**src/rtl/imem_port_arbiter_pkg.sv**
```systemverilog
// rtl/imem_port_arbiter_pkg.sv - shared constants for the IF/D memory port arbiter
package imem_port_arbiter_pkg;

  localparam logic [1:0] ST_IDLE  = 2'd0;
  localparam logic [1:0] ST_ISSUE = 2'd1;
  localparam logic [1:0] ST_WAIT  = 2'd2;
  localparam logic [1:0] ST_ERR   = 2'd3;

  localparam logic REQ_IF = 1'b0;
  localparam logic REQ_D  = 1'b1;

  localparam logic [3:0] BE_ALL = 4'hF;

  function automatic logic is_misaligned(input logic [31:0] addr);
    return addr[1:0] != 2'b00;
  endfunction

endpackage

```
**src/rtl/imem_port_arbiter_port_grant.sv**
```systemverilog
// rtl/imem_port_arbiter_port_grant.sv - IF/D priority select with starvation counter
module imem_port_arbiter_port_grant #(
  parameter int STARVE_LIMIT = 4,
  parameter int CNT_W        = 3
) (
  input  logic clock,
  input  logic reset,
  input  logic idle,
  input  logic if_valid,
  input  logic d_valid,
  input  logic flush,
  output logic if_grant,
  output logic d_grant
);

  localparam logic [CNT_W-1:0] LIMIT = CNT_W'(STARVE_LIMIT);

  logic [CNT_W-1:0] starve_cnt;
  logic             if_ok;
  logic             force_if;

  // D normally wins; a starved IF takes the port once the counter saturates.
  always_comb begin
    if_ok    = if_valid && !flush;
    force_if = (starve_cnt == LIMIT);
    if_grant = idle && if_ok && (!d_valid || force_if);
    d_grant  = idle && d_valid && !(if_ok && force_if);
  end

  always_ff @(posedge clock or negedge reset) begin
    if (!reset) begin
      starve_cnt <= '0;
    end else if (if_grant) begin
      starve_cnt <= '0;
    end else if (d_grant) begin
      if (!if_valid)
        starve_cnt <= '0;
      else if (starve_cnt != LIMIT)
        starve_cnt <= starve_cnt + 1'b1;
    end
  end

endmodule

```
**src/rtl/imem_port_arbiter.sv**
```systemverilog
// rtl/imem_port_arbiter.sv - shares one memory port between instruction fetch and load/store
module imem_port_arbiter
  import imem_port_arbiter_pkg::*;
#(
  parameter int STARVE_LIMIT = 4,
  parameter int CNT_W        = 3
) (
  input  logic        clock,
  input  logic        reset,
  input  logic        flush,
  input  logic        if_req_valid,
  input  logic [31:0] if_req_addr,
  output logic        if_req_ready,
  output logic        if_rsp_valid,
  output logic [31:0] if_rsp_inst,
  output logic        if_rsp_err,
  input  logic        d_req_valid,
  input  logic [31:0] d_req_addr,
  input  logic        d_req_we,
  input  logic [31:0] d_req_wdata,
  input  logic [3:0]  d_req_be,
  output logic        d_req_ready,
  output logic        d_rsp_valid,
  output logic [31:0] d_rsp_rdata,
  output logic        mem_req_valid,
  output logic [31:0] mem_req_addr,
  output logic        mem_req_we,
  output logic [31:0] mem_req_wdata,
  output logic [3:0]  mem_req_be,
  input  logic        mem_req_ready,
  input  logic        mem_rsp_valid,
  input  logic [31:0] mem_rsp_rdata
);

  logic [1:0] state;
  logic       cur_req;
  logic       discard;
  logic       idle;
  logic       if_grant;
  logic       d_grant;

  // Gated by reset so the combinational readies also read 0 while reset is held.
  assign idle         = (state == ST_IDLE) && reset;
  assign if_req_ready = if_grant;
  assign d_req_ready  = d_grant;

  imem_port_arbiter_port_grant #(
    .STARVE_LIMIT (STARVE_LIMIT),
    .CNT_W        (CNT_W)
  ) u_grant (
    .clock    (clock),
    .reset    (reset),
    .idle     (idle),
    .if_valid (if_req_valid),
    .d_valid  (d_req_valid),
    .flush    (flush),
    .if_grant (if_grant),
    .d_grant  (d_grant)
  );

  always_ff @(posedge clock or negedge reset) begin
    if (!reset) begin
      state         <= ST_IDLE;
      cur_req       <= REQ_IF;
      discard       <= 1'b0;
      if_rsp_valid  <= 1'b0;
      if_rsp_inst   <= '0;
      if_rsp_err    <= 1'b0;
      d_rsp_valid   <= 1'b0;
      d_rsp_rdata   <= '0;
      mem_req_valid <= 1'b0;
      mem_req_addr  <= '0;
      mem_req_we    <= 1'b0;
      mem_req_wdata <= '0;
      mem_req_be    <= '0;
    end else begin
      if_rsp_valid <= 1'b0;
      d_rsp_valid  <= 1'b0;
      case (state)
        ST_IDLE: begin
          if (d_grant) begin
            cur_req       <= REQ_D;
            mem_req_valid <= 1'b1;
            mem_req_addr  <= d_req_addr;
            mem_req_we    <= d_req_we;
            mem_req_wdata <= d_req_wdata;
            mem_req_be    <= d_req_be;
            state         <= ST_ISSUE;
          end else if (if_grant) begin
            cur_req <= REQ_IF;
            if (is_misaligned(if_req_addr)) begin
              state <= ST_ERR;
            end else begin
              mem_req_valid <= 1'b1;
              mem_req_addr  <= {if_req_addr[31:2], 2'b00};
              mem_req_we    <= 1'b0;
              mem_req_wdata <= '0;
              mem_req_be    <= BE_ALL;
              state         <= ST_ISSUE;
            end
          end
        end
        ST_ISSUE: begin
          if (flush && cur_req == REQ_IF)
            discard <= 1'b1;
          if (mem_req_ready) begin
            mem_req_valid <= 1'b0;
            state         <= ST_WAIT;
          end
        end
        ST_WAIT: begin
          if (mem_rsp_valid) begin
            state   <= ST_IDLE;
            discard <= 1'b0;
            if (cur_req == REQ_D) begin
              d_rsp_valid <= 1'b1;
              d_rsp_rdata <= mem_req_we ? 32'h0 : mem_rsp_rdata;
            end else if (!(discard || flush)) begin
              if_rsp_valid <= 1'b1;
              if_rsp_inst  <= mem_rsp_rdata;
              if_rsp_err   <= 1'b0;
            end
          end else if (flush && cur_req == REQ_IF) begin
            discard <= 1'b1;
          end
        end
        ST_ERR: begin
          if_rsp_valid <= 1'b1;
          if_rsp_err   <= 1'b1;
          if_rsp_inst  <= '0;
          state        <= ST_IDLE;
        end
        default: state <= ST_IDLE;
      endcase
    end
  end

endmodule

```
**config.mk**
```make
export PLATFORM = sky130hd
export DESIGN_NAME = imem_port_arbiter
export DESIGN_NICKNAME = d
export VERILOG_FILES = /design/src/rtl/imem_port_arbiter_pkg.sv /design/src/rtl/imem_port_arbiter_port_grant.sv /design/src/rtl/imem_port_arbiter.sv
export SDC_FILE = /design/constraint.sdc
export NUM_CORES = 1
export LEC_CHECK = 0
export ABC_AREA = 1
export BUFFER_PORTS_ARGS = -buffer_cell sky130_fd_sc_hd__buf_4
export CAP_MARGIN = 20
export CORE_ASPECT_RATIO = 0.5
export CORE_UTILIZATION = 43
export DETAILED_ROUTE_END_ITERATION = 10
export HOLD_SLACK_MARGIN = 0.03
export PLACE_DENSITY = 0.77
export SLEW_MARGIN = 20
export SYNTH_ARGS = -nofsm -noshare
export SYNTH_HDL_FRONTEND = slang
export SYNTH_SLANG_ARGS = --single-unit
```
**constraint.sdc**
```tcl
create_clock -name clock -period 1.75 [get_ports clock]
set_clock_uncertainty 0.1 [all_clocks]
set_input_delay 0 -clock clock [delete_from_list [all_inputs] [get_ports clock]]
set_output_delay 0 -clock clock [all_outputs]
set_load 0.02 [all_outputs]
```
### After elaboration in Yosys (flattened, before gate mapping)

Index checks and enable logic that the tools add are counted.
Widths: inputs -> output; s select.

| operators by class | value |
|---|---|
| equal/unequal tests | 13 |
| $add $sub $neg | 1 |
| bitwise gates (word level) | 1 |
| reductions and logical operators | 26 |
| multiplexer cells | 48 |

Operators by type and width:

| kind | count |
|---|---|
| $mux 32 | 10 |
| $pmux 32 s2 | 1 |
| $mux 1 | 20 |
| $mux 3 | 4 |
| $mux 4 | 3 |
| $mux 2 | 5 |
| $ne 2x2->1 const B | 5 |
| $reduce_bool 2->1 | 5 |
| $ne 3x3->1 const B | 3 |
| $reduce_and 3->1 | 3 |
| $logic_and 1x1->1 | 8 |
| $pmux 1 s2 | 4 |
| $pmux 2 s4 | 1 |
| $reduce_and 4->1 | 2 |
| $eq 2x2->1 const B | 2 |
| $reduce_and 2->1 | 2 |
| $add 3x1->3 const B | 1 |
| $eq 3x3->1 const B | 1 |
| $logic_not 1->1 | 3 |
| $ne 3x1->1 const B | 1 |
| $eq 2x1->1 const B | 1 |
| $logic_not 2->1 | 1 |
| $logic_or 1x1->1 | 2 |
| $not 1->1 | 1 |

| storage, ports and cells | value |
|---|---|
| output and inout bits | 139 |
| word-level logic and storage cells | 103 |
| register bits | 144 |
| bits of input ports | 140 |

### Logic depth before layout (Yosys ltp)

Gate-level depths: netlist (run 1).

| depth | value |
|---|---|
| depth after elaboration | 7 |
| depth in mapped cells | 13 |
| mapped depth without buffers | 11 |

### Cells and area by module

A second synthesis (run 1) with hierarchy kept.

| unflattened totals | value |
|---|---|
| cell total of the unflattened synthesis | 748 |
| area, all modules | 6438.7 sq um |

By module, submodules not included:

| module | seq. area each (sq um) | cells each | times used | area each (sq um) |
|---|---|---|---|---|
| imem_port_arbiter | 3528.4 | 712 | 1 | 6195.9 |
| imem_port_arbiter_port_grant | 75.1 | 36 | 1 | 242.7 |

### Least setup slack after synthesis (run 1)

Ideal clock, no wire load.

| timing | value |
|---|---|
| path type | reg-to-reg |
| from | register state[0] |
| to | register mem_req_addr[25] |
| data arrival time | 1541 ps |
| library setup time | 117 ps |
| slack | -8 ps |
| period minus slack after synthesis | 1758 ps |
| required time | 1533 ps |
| cell stages (with the launch flop) | 11 |
| path buffers | 1 |
| cell sequence | dfrtp_1 > inv_1 > ha_1 > nand2_2 > clkinv_1 > nand3_4 > o21ai_4 > inv_8 > buf_6 > nand2_2 > nand2_1 |

| on the way | value |
|---|---|
| longest elaborated chain between the ends | 6 |
| elaborated cells on any way between the ends | 10 |
| those cells by class | eq/ne (1); mux (1); reduce/logical (8) |

Ends and longest elaborated chain:

| element | line | text |
|---|---|---|
| start, declared | imem_port_arbiter.sv:35 | `logic [1:0] state;` |
| start signal, assigned | imem_port_arbiter.sv:63 | `state <= ST_IDLE;` |
| start signal, assigned | imem_port_arbiter.sv:88 | `state <= ST_ISSUE;` |
| start signal, assigned | imem_port_arbiter.sv:92 | `state <= ST_ERR;` |
| $logic_not 2->1 (*) | imem_port_arbiter.sv:43, imem_port_arbiter.sv:79 |  |
| $logic_and 1x1->1 | imem_port_arbiter.sv:43 | `assign idle = (state == ST_IDLE) && reset;` |
| $logic_and 1x1->1 (on tied branches) (2 in series) | imem_port_arbiter_port_grant.sv:27, imem_port_arbiter_port_grant.sv:26 |  |
| $ne 2x2->1 (no source line) or $reduce_bool 2->1 (tied branches) | - |  |
| $reduce_and 3->1 (no source line) | - |  |
| end signal, assigned | imem_port_arbiter.sv:84 | `mem_req_addr <= d_req_addr;` |
| end signal, assigned | imem_port_arbiter.sv:95 | `mem_req_addr <= {if_req_addr[31:2], 2'b00};` |
| end, declared | imem_port_arbiter.sv:26 | `output logic [31:0] mem_req_addr,` |

Every way passes the cells marked *; elsewhere a longest branch is shown, timed or not.
A chain may end at the register's enable or synchronous reset.

### Worst setup path after layout (run 1)

| timing | value |
|---|---|
| from | register u_grant.starve_cnt[0] |
| to | register mem_req_addr[23] |

| on the way | value |
|---|---|
| longest elaborated chain between the ends | 6 |
| elaborated cells on any way between the ends | 10 |
| those cells by class | eq/ne (2); mux (1); reduce/logical (7) |

Ends and longest elaborated chain:

| element | line | text |
|---|---|---|
| start, declared | imem_port_arbiter_port_grant.sv:18 | `logic [CNT_W-1:0] starve_cnt;` |
| start signal, assigned | imem_port_arbiter_port_grant.sv:39 | `starve_cnt <= starve_cnt + 1'b1;` |
| $eq 3x3->1 (*) | imem_port_arbiter_port_grant.sv:25 | `force_if = (starve_cnt == LIMIT);` |
| $logic_and 1x1->1 | imem_port_arbiter_port_grant.sv:27 | `d_grant = idle && d_valid && !(if_ok && force_if);` |
| $logic_not 1->1 | imem_port_arbiter_port_grant.sv:27 |  |
| $logic_and 1x1->1 | imem_port_arbiter_port_grant.sv:27 |  |
| $ne 2x2->1 (no source line) or $reduce_bool 2->1 (tied branches) | - |  |
| $reduce_and 3->1 (no source line) | - |  |

Marks and branches as above.

==> metrics.csv, run 1 <==
metric;value;unit
Worst Tran Pin Value;0.7816;ns
DRC violations left;0;
post-synth cell types;24;
endpoints failing setup;26;
cell count of the worst reg-to-reg path;13;
DRT antenna net count;0;
H-tree depth;4;
Final Hold Vio Count;0;
asr flop ratio synth;100.0;%
commonest non-fill, non-tap cell in the layout;nand2_1;
Hold Path Class;in -> reg;
Worst slew margin;47.89;%
number of global-route vias before repair;7252;
total CTS buffers;17;
Seq/Total Area, Yosys;57.42;%
Final WS setup;-0.05562;ns
Design Power;18320;uW
DIE WIDTH;172.9;um
CTS root buf;clkbuf_16;
Core ar.;13890;um2
placement row count;30;
initial core utilization;45.19;%
Final GP Congestion;0.8243;
worst-skew pair later-pin latency;0.41;ns
Period minus WS final;1.806;ns
Leakage;0.006016;uW
Clock Sinks;144;
drt initial violations;449;
Crit Path Class;reg -> reg;
Worst-path clk slew;0.06;ns
CTS tree;done;
CP Launch Type;flip-flop;
fin nets;1340;
layout cell share with drive strength beyond 1;36.21;%
Achievable Freq;553.8;MHz
vias per cell;5.176;
clk buf depth;2;
Synth Flop Type;dfrtp_1;
mean post-synth cell area;8.346;um2
Detailed Routing Iterations Pass 1;5;
chip height;87.43;um
Mapped Cells;752;
crit path DAT;2.01;ns
initial antenna violation count;0;
failing checks;negative setup slack;
final setup TNS;-0.5794;ns
Slew Viols, Final;0;
HPWL Detailed;12.61;mm
Multi-input gate area;2565;um2
CP max FO;11;
critical path endpoint category;flip-flop;
synthesized net count;898;
WL/cell;18.01;um
Peak VDD IR;1.082;mV
register area;3603;um2
first-pass GRT wire length;35.53;mm
DR vias;7246;
PortBufs;278;
RSZ-0062 raised after global routing;true;
Synthesis Warnings;0;
Total GRT Usage;30.05;%
status;finished, violations left;
FF+latch count, synth;144;
commonest cells after routing, fill and taps aside;nand2_1 (349), buf_4 (302), dfrtp_1 (144), dlygate4sd3_1 (139), nand3_1 (68);
max_cap viols;0;
largest net degree at the start of global routing;145;
period utilisation layout;103.2;%
io pins;279;
required time of the critical path;1.95;ns
GR Overflow Total;0;
filler instances;808;
final wirelength;25.21;mm
number of enable flip-flop cells after synthesis;0;
Die Area;15110;um2
WHS Path Cells;7;
PD cells;1643;nW/um2
synthesized area;6276;um2
synth-to-layout area growth;77.65;%
-- registers in the layout, indices dropped and copies added, names as in the netlist, 2 cells and up --
signal / count
d_rsp_rdata: 32
if_rsp_inst: 32
mem_req_addr: 32
mem_req_be: 4
mem_req_wdata: 32
state: 2
u_grant.starve_cnt: 3
-- layer usage --
metal,vias to the layer above,GRT usage (%),routed length [um]
met1,3467,33.53,9625
li1,3244,-,-
met2,424,52.71,12690
met4,0,19.07,1133
met5,-,0,0
met3,111,7.766,1765
-- cell families (layout without fill, tap and decap cells) --
logic type	after synthesis	after routing	share of synthesized area, %
AOI/OAI and AO/OA	43	43	3.728
and+or+nand+nor	496	496	32.16
adders and majority gates	6	6	1.196
DFF	144	144	57.42
other	0	1	0
xor gates and xnor gates	1	1	0.1396
buffers and inverters	62	517	5.363
-- power breakdown --
part | switching [uW] | internal [uW] | leakage [uW] | total [uW]
logic | 5320 | 3750 | 0.00393 | 9070
registers | 955 | 4850 | 0.00182 | 5800
clock network | 1590 | 1860 | 0.000267 | 3440
total | 7860 | 10500 | 0.00602 | 18300
-- repair_timing --
action                     4_1_cts  5_1_grt
pin swaps                        3       33
setup endpoints to repair       65      106
setup buffers                    5        9
cloned                           1        6
resized for setup               11       79
hold endpoints to repair       288        0
hold buffers                   139        0
-- stage by stage --
stage | hold slack, ns | cell area, um2 | util (%) | std cells | worst slack, ns
6_report | 0.1876 | 11150 | 80.28 | 1400 | -0.05562
5_1_grt | 0.2315 | 11150 | 80.26 | 1399 | -0.2362
4_1_cts | 0.2022 | 10680 | 76.91 | 1384 | -0.03114
3_5_place_dp | 0.1042 | 8633 | 62.16 | 1207 | -0.04718
3_3_place_gp | 0.1017 | 8633 | 62.16 | 1207 | 0.01558
2_1_floorplan | -0.3956 | 6284 | - | 752 | 0.003430
-- cell usage after synthesis (2+ instances only) --
cell type	n	area, um2
nor2_1	16	60.06
dfrtp_1	144	3603
buf_2	14	70.07
nand4_1	3	18.77
or2_2	2	12.51
nand2_1	390	1464
clkbuf_1	16	60.06
inv_1	17	63.81
ha_1	6	75.07
nand2_2	13	81.33
buf_6	10	112.6
clkinv_1	2	7.510
o21ai_0	40	200.2
nand3_1	69	345.3
-- path summary, 6_finish.rpt --
check	slack, ns	startpoint	end
worst max-delay path	-0.06	u_grant.starve_cnt[0]$_DFFE_PN0P_	mem_req_addr[23]$_DFFE_PN0P_
worst min-delay path	0.19	if_req_addr[0]	mem_req_wdata[10]$_DFFE_PN0P_
worst max register to register	-0.06	u_grant.starve_cnt[0]$_DFFE_PN0P_	mem_req_addr[23]$_DFFE_PN0P_
worst min register to register	0.37	mem_req_wdata[6]$_DFFE_PN0P_	mem_req_wdata[6]$_DFFE_PN0P_
max in group asynchronous	0.71	reset	state[1]$_DFFE_PN0P_
min in group asynchronous	0.26	reset	mem_req_addr[23]$_DFFE_PN0P_
-- layout make-up --
cell class / count / share of cell area [%]
Clock buffer: 17 / 3.816
Inverter: 21 / 0.8641
Sequential cell: 144 / 32.32
Clock inverter: 15 / 1.111
Timing Repair Buffer: 463 / 36.61
Multi-Input combinational cell: 546 / 23.01
Antenna cell: 1 / 0.02244
Tap cell: 192 / 2.155
Timing Repair inverter: 1 / 0.1010
-- critical path: stages (launching register included) --
cell,delay (ns)
dfrtp_1,0.41
inv_2,0.08
ha_4,0.14
nand2_4,0.05
inv_2,0.07
nand2_2,0.06
nand2_4,0.12
inv_4,0.07
buf_12,0.14
buf_4,0.13
nand2_1,0.06
nand2_1,0.10
nand2_2,0.09
nand2_1,0.06
Power figures use the tool's default switching activity.
==> run 2, diff against run 1 <==
--- a/config.mk
+++ b/config.mk
@@ -5,14 +5,15 @@
 export SDC_FILE = /design/constraint.sdc
 export NUM_CORES = 1
 export LEC_CHECK = 0
-export ABC_AREA = 1
+export ABC_AREA = 0
 export BUFFER_PORTS_ARGS = -buffer_cell sky130_fd_sc_hd__buf_4
 export CAP_MARGIN = 20
 export CORE_ASPECT_RATIO = 0.5
-export CORE_UTILIZATION = 43
+export CORE_UTILIZATION = 42
 export DETAILED_ROUTE_END_ITERATION = 10
 export HOLD_SLACK_MARGIN = 0.03
 export PLACE_DENSITY = 0.77
+export SKIP_CTS_REPAIR_TIMING = 1
 export SLEW_MARGIN = 20
 export SYNTH_ARGS = -nofsm -noshare
 export SYNTH_HDL_FRONTEND = slang
==> run 2 against run 1 <==
  * The run still ends with negative setup slack left
  * Die area down 4.6%
  * Sequential cell count unchanged
  * Wire length down 8.8%
  * Critical path type unchanged
==> metrics.csv, run 2 <==
metric;value;unit
Final GP Congestion;0.8176;
synth-to-layout area growth;83.94;%
Worst slew margin;51.54;%
Worst-path clk slew;0.06;ns
placement row count;30;
DRC violations left;0;
max_cap viols;0;
endpoints failing setup;60;
failing checks;negative setup slack;
H-tree depth;4;
largest net degree at the start of global routing;133;
period utilisation layout;106.6;%
first-pass GRT wire length;27.06;mm
critical path endpoint category;flip-flop;
Worst Tran Pin Value;0.7269;ns
WL/cell;19.46;um
commonest cells after routing, fill and taps aside;buf_4 (303), dfrtp_1 (144), dlygate4sd3_1 (139), nand2_1 (98), a22o_1 (69);
post-synth top area cell;dfrtp_1;
PD cells;1616;nW/um2
PortBufs;278;
Synth Flop Type;dfrtp_1;
vias per cell;5.333;
Peak VDD IR;0.8100;mV
CP max stage delay;0.41;ns
initial core utilization;43.11;%
Achievable Freq;535.8;MHz
mean post-synth cell area;11.02;um2
n_diodes;0;
Mapped Cells;530;
required time of the critical path;1.97;ns
status;finished, violations left;
top-count cell post-synth;dfrtp_1;
number of enable flip-flop cells after synthesis;0;
crit path DAT;2.09;ns
post-synth cell types;30;
Leakage;0.005284;uW
DRT antenna net count;0;
CP Launch Type;flip-flop;
total CTS buffers;17;
Final Hold Vio Count;0;
Slew Viols, Final;0;
final setup TNS;-3.065;ns
synthesized area;5842;um2
drt initial violations;595;
filler instances;730;
fin nets;1123;
post-layout util;79.30;%
Crit Path Class;reg -> reg;
clk buf depth;2;
Period minus WS final;1.866;ns
DIE WIDTH;168.8;um
synthesized net count;676;
Synthesis Warnings;0;
layout cell share with drive strength beyond 1;39.33;%
commonest non-fill, non-tap cell in the layout;buf_4;
GR Overflow Total;0;
CTS root buf;clkbuf_16;
Hold Path Class;in -> async;
chip height;85.40;um
final wirelength;22.98;mm
RSZ-0062 raised after global routing;true;
initial antenna violation count;0;
Clock Sinks;144;
CTS tree;done;
Synth top area share;61.68;%
hold slack;0.02967;ns
CP Cell Sequence;inv_2 > ha_4 > buf_6 > nand4_4 > inv_4 > buf_8 > buf_12 > buf_4 > nand2_1 > a31oi_1;
Seq/Total Area, Yosys;61.68;%
Core ar.;13550;um2
HPWL Detailed;11.71;mm
number of global-route vias before repair;5157;
asr flop ratio synth;100.0;%
Worst path top cell family by delay;buffers and inverters;
Synth top cells by count;dfrtp_1 (144), nand2_1 (98), a22o_1 (69);
CP max stage cell;dfrtp_1;
Total GRT Usage;24.24;%
worst-skew pair later-pin latency;0.41;ns
Design Power;17360;uW
top post-synthesis cells by area;dfrtp_1 (62%), a22o_1 (10%), nand2_1 (6.3%);
CP max FO;7;
DR vias;6298;
Detailed Routing Iterations Pass 1;6;
Die Area;14410;um2
CP Buf/Inv Count;6;
FF+latch count, synth;144;
io pins;279;
Final WS setup;-0.1162;ns
==> run 2: cells by family (layout without fill, tap and decap cells) <==
family	after synthesis	count (layout)	share of synthesized area (%)
AO/OA/AOI/OAI	148	148	18.31
multiplexers	3	3	0.5782
AND/OR/NAND/NOR	179	179	14.65
buffers and inverters	50	509	3.491
flip-flops	144	144	61.68
adder cells (fa/ha/maj)	6	6	1.285
==> run 2: report_power, final <==
| group | internal (uW) | leakage (uW) | switching [uW] |
|---|---|---|---|
| combinational | 3900 | 0.00322 | 4340 |
| sequential | 4730 | 0.00180 | 983 |
| clock | 1940 | 0.000261 | 1470 |
| total | 10600 | 0.00528 | 6790 |
==> run 2: layout make-up <==
cell class / count / area [um2] / area share, %
clock buffers: 17 / 425.4 / 3.959
repair buffers: 468 / 4131 / 38.45
clock inverters: 14 / 116.4 / 1.083
inverters: 10 / 40.04 / 0.3726
multi-input cells: 336 / 2188 / 20.37
flip-flops and latches: 144 / 3603 / 33.54
well taps: 192 / 240.2 / 2.236
==> run 2: per-stage QoR <==
step | worst slack (ns) | std cells | cell area (um2)
global route | -0.2227 | 1181 | 10750
finish | -0.1162 | 1181 | 10750
floorplan | -0.1338 | 530 | 5887
global placement | -0.02165 | 991 | 8399
detailed placement | -0.07276 | 991 | 8399
CTS | -0.2393 | 1022 | 8941
==> run 2: worst paths after layout <==
| kind | start | to | slack (ns) | cells past startpoint |
|---|---|---|---|---|
| max in group asynchronous | reset | mem_req_wdata[18]$_DFFE_PN0P_ | 0.41 | 3 |
| min in group clock | flush | if_rsp_valid$_DFF_PN0_ | 0.09 | 6 |
| min reg2reg | d_rsp_rdata[6]$_DFFE_PN0P_ | d_rsp_rdata[6]$_DFFE_PN0P_ | 0.38 | 2 |
| min | reset | d_rsp_rdata[14]$_DFFE_PN0P_ | 0.03 | 2 |
| max reg2reg | state[0]$_DFFE_PN0P_ | mem_req_addr[10]$_DFFE_PN0P_ | -0.12 | 10 |
| max | state[0]$_DFFE_PN0P_ | mem_req_addr[10]$_DFFE_PN0P_ | -0.12 | 10 |
==> run 2: worst register-to-register path, cell delays in order (launching register included) <==
cell and delay [ns]:
dfrtp_1 0.41, inv_2 0.10, ha_4 0.15, buf_6 0.12, nand4_4 0.13, inv_4 0.09
buf_8 0.13, buf_12 0.11, buf_4 0.17, nand2_1 0.10, a31oi_1 0.18
==> run 2: layer usage <==
layer,global-route usage [%],vias up,part of all wire [%]
met1,31.54,3106,40
li1,-,2780,-
met2,40.95,328,51
met3,4.804,84,5.9
met5,0,-,0
met4,8.099,0,3.6
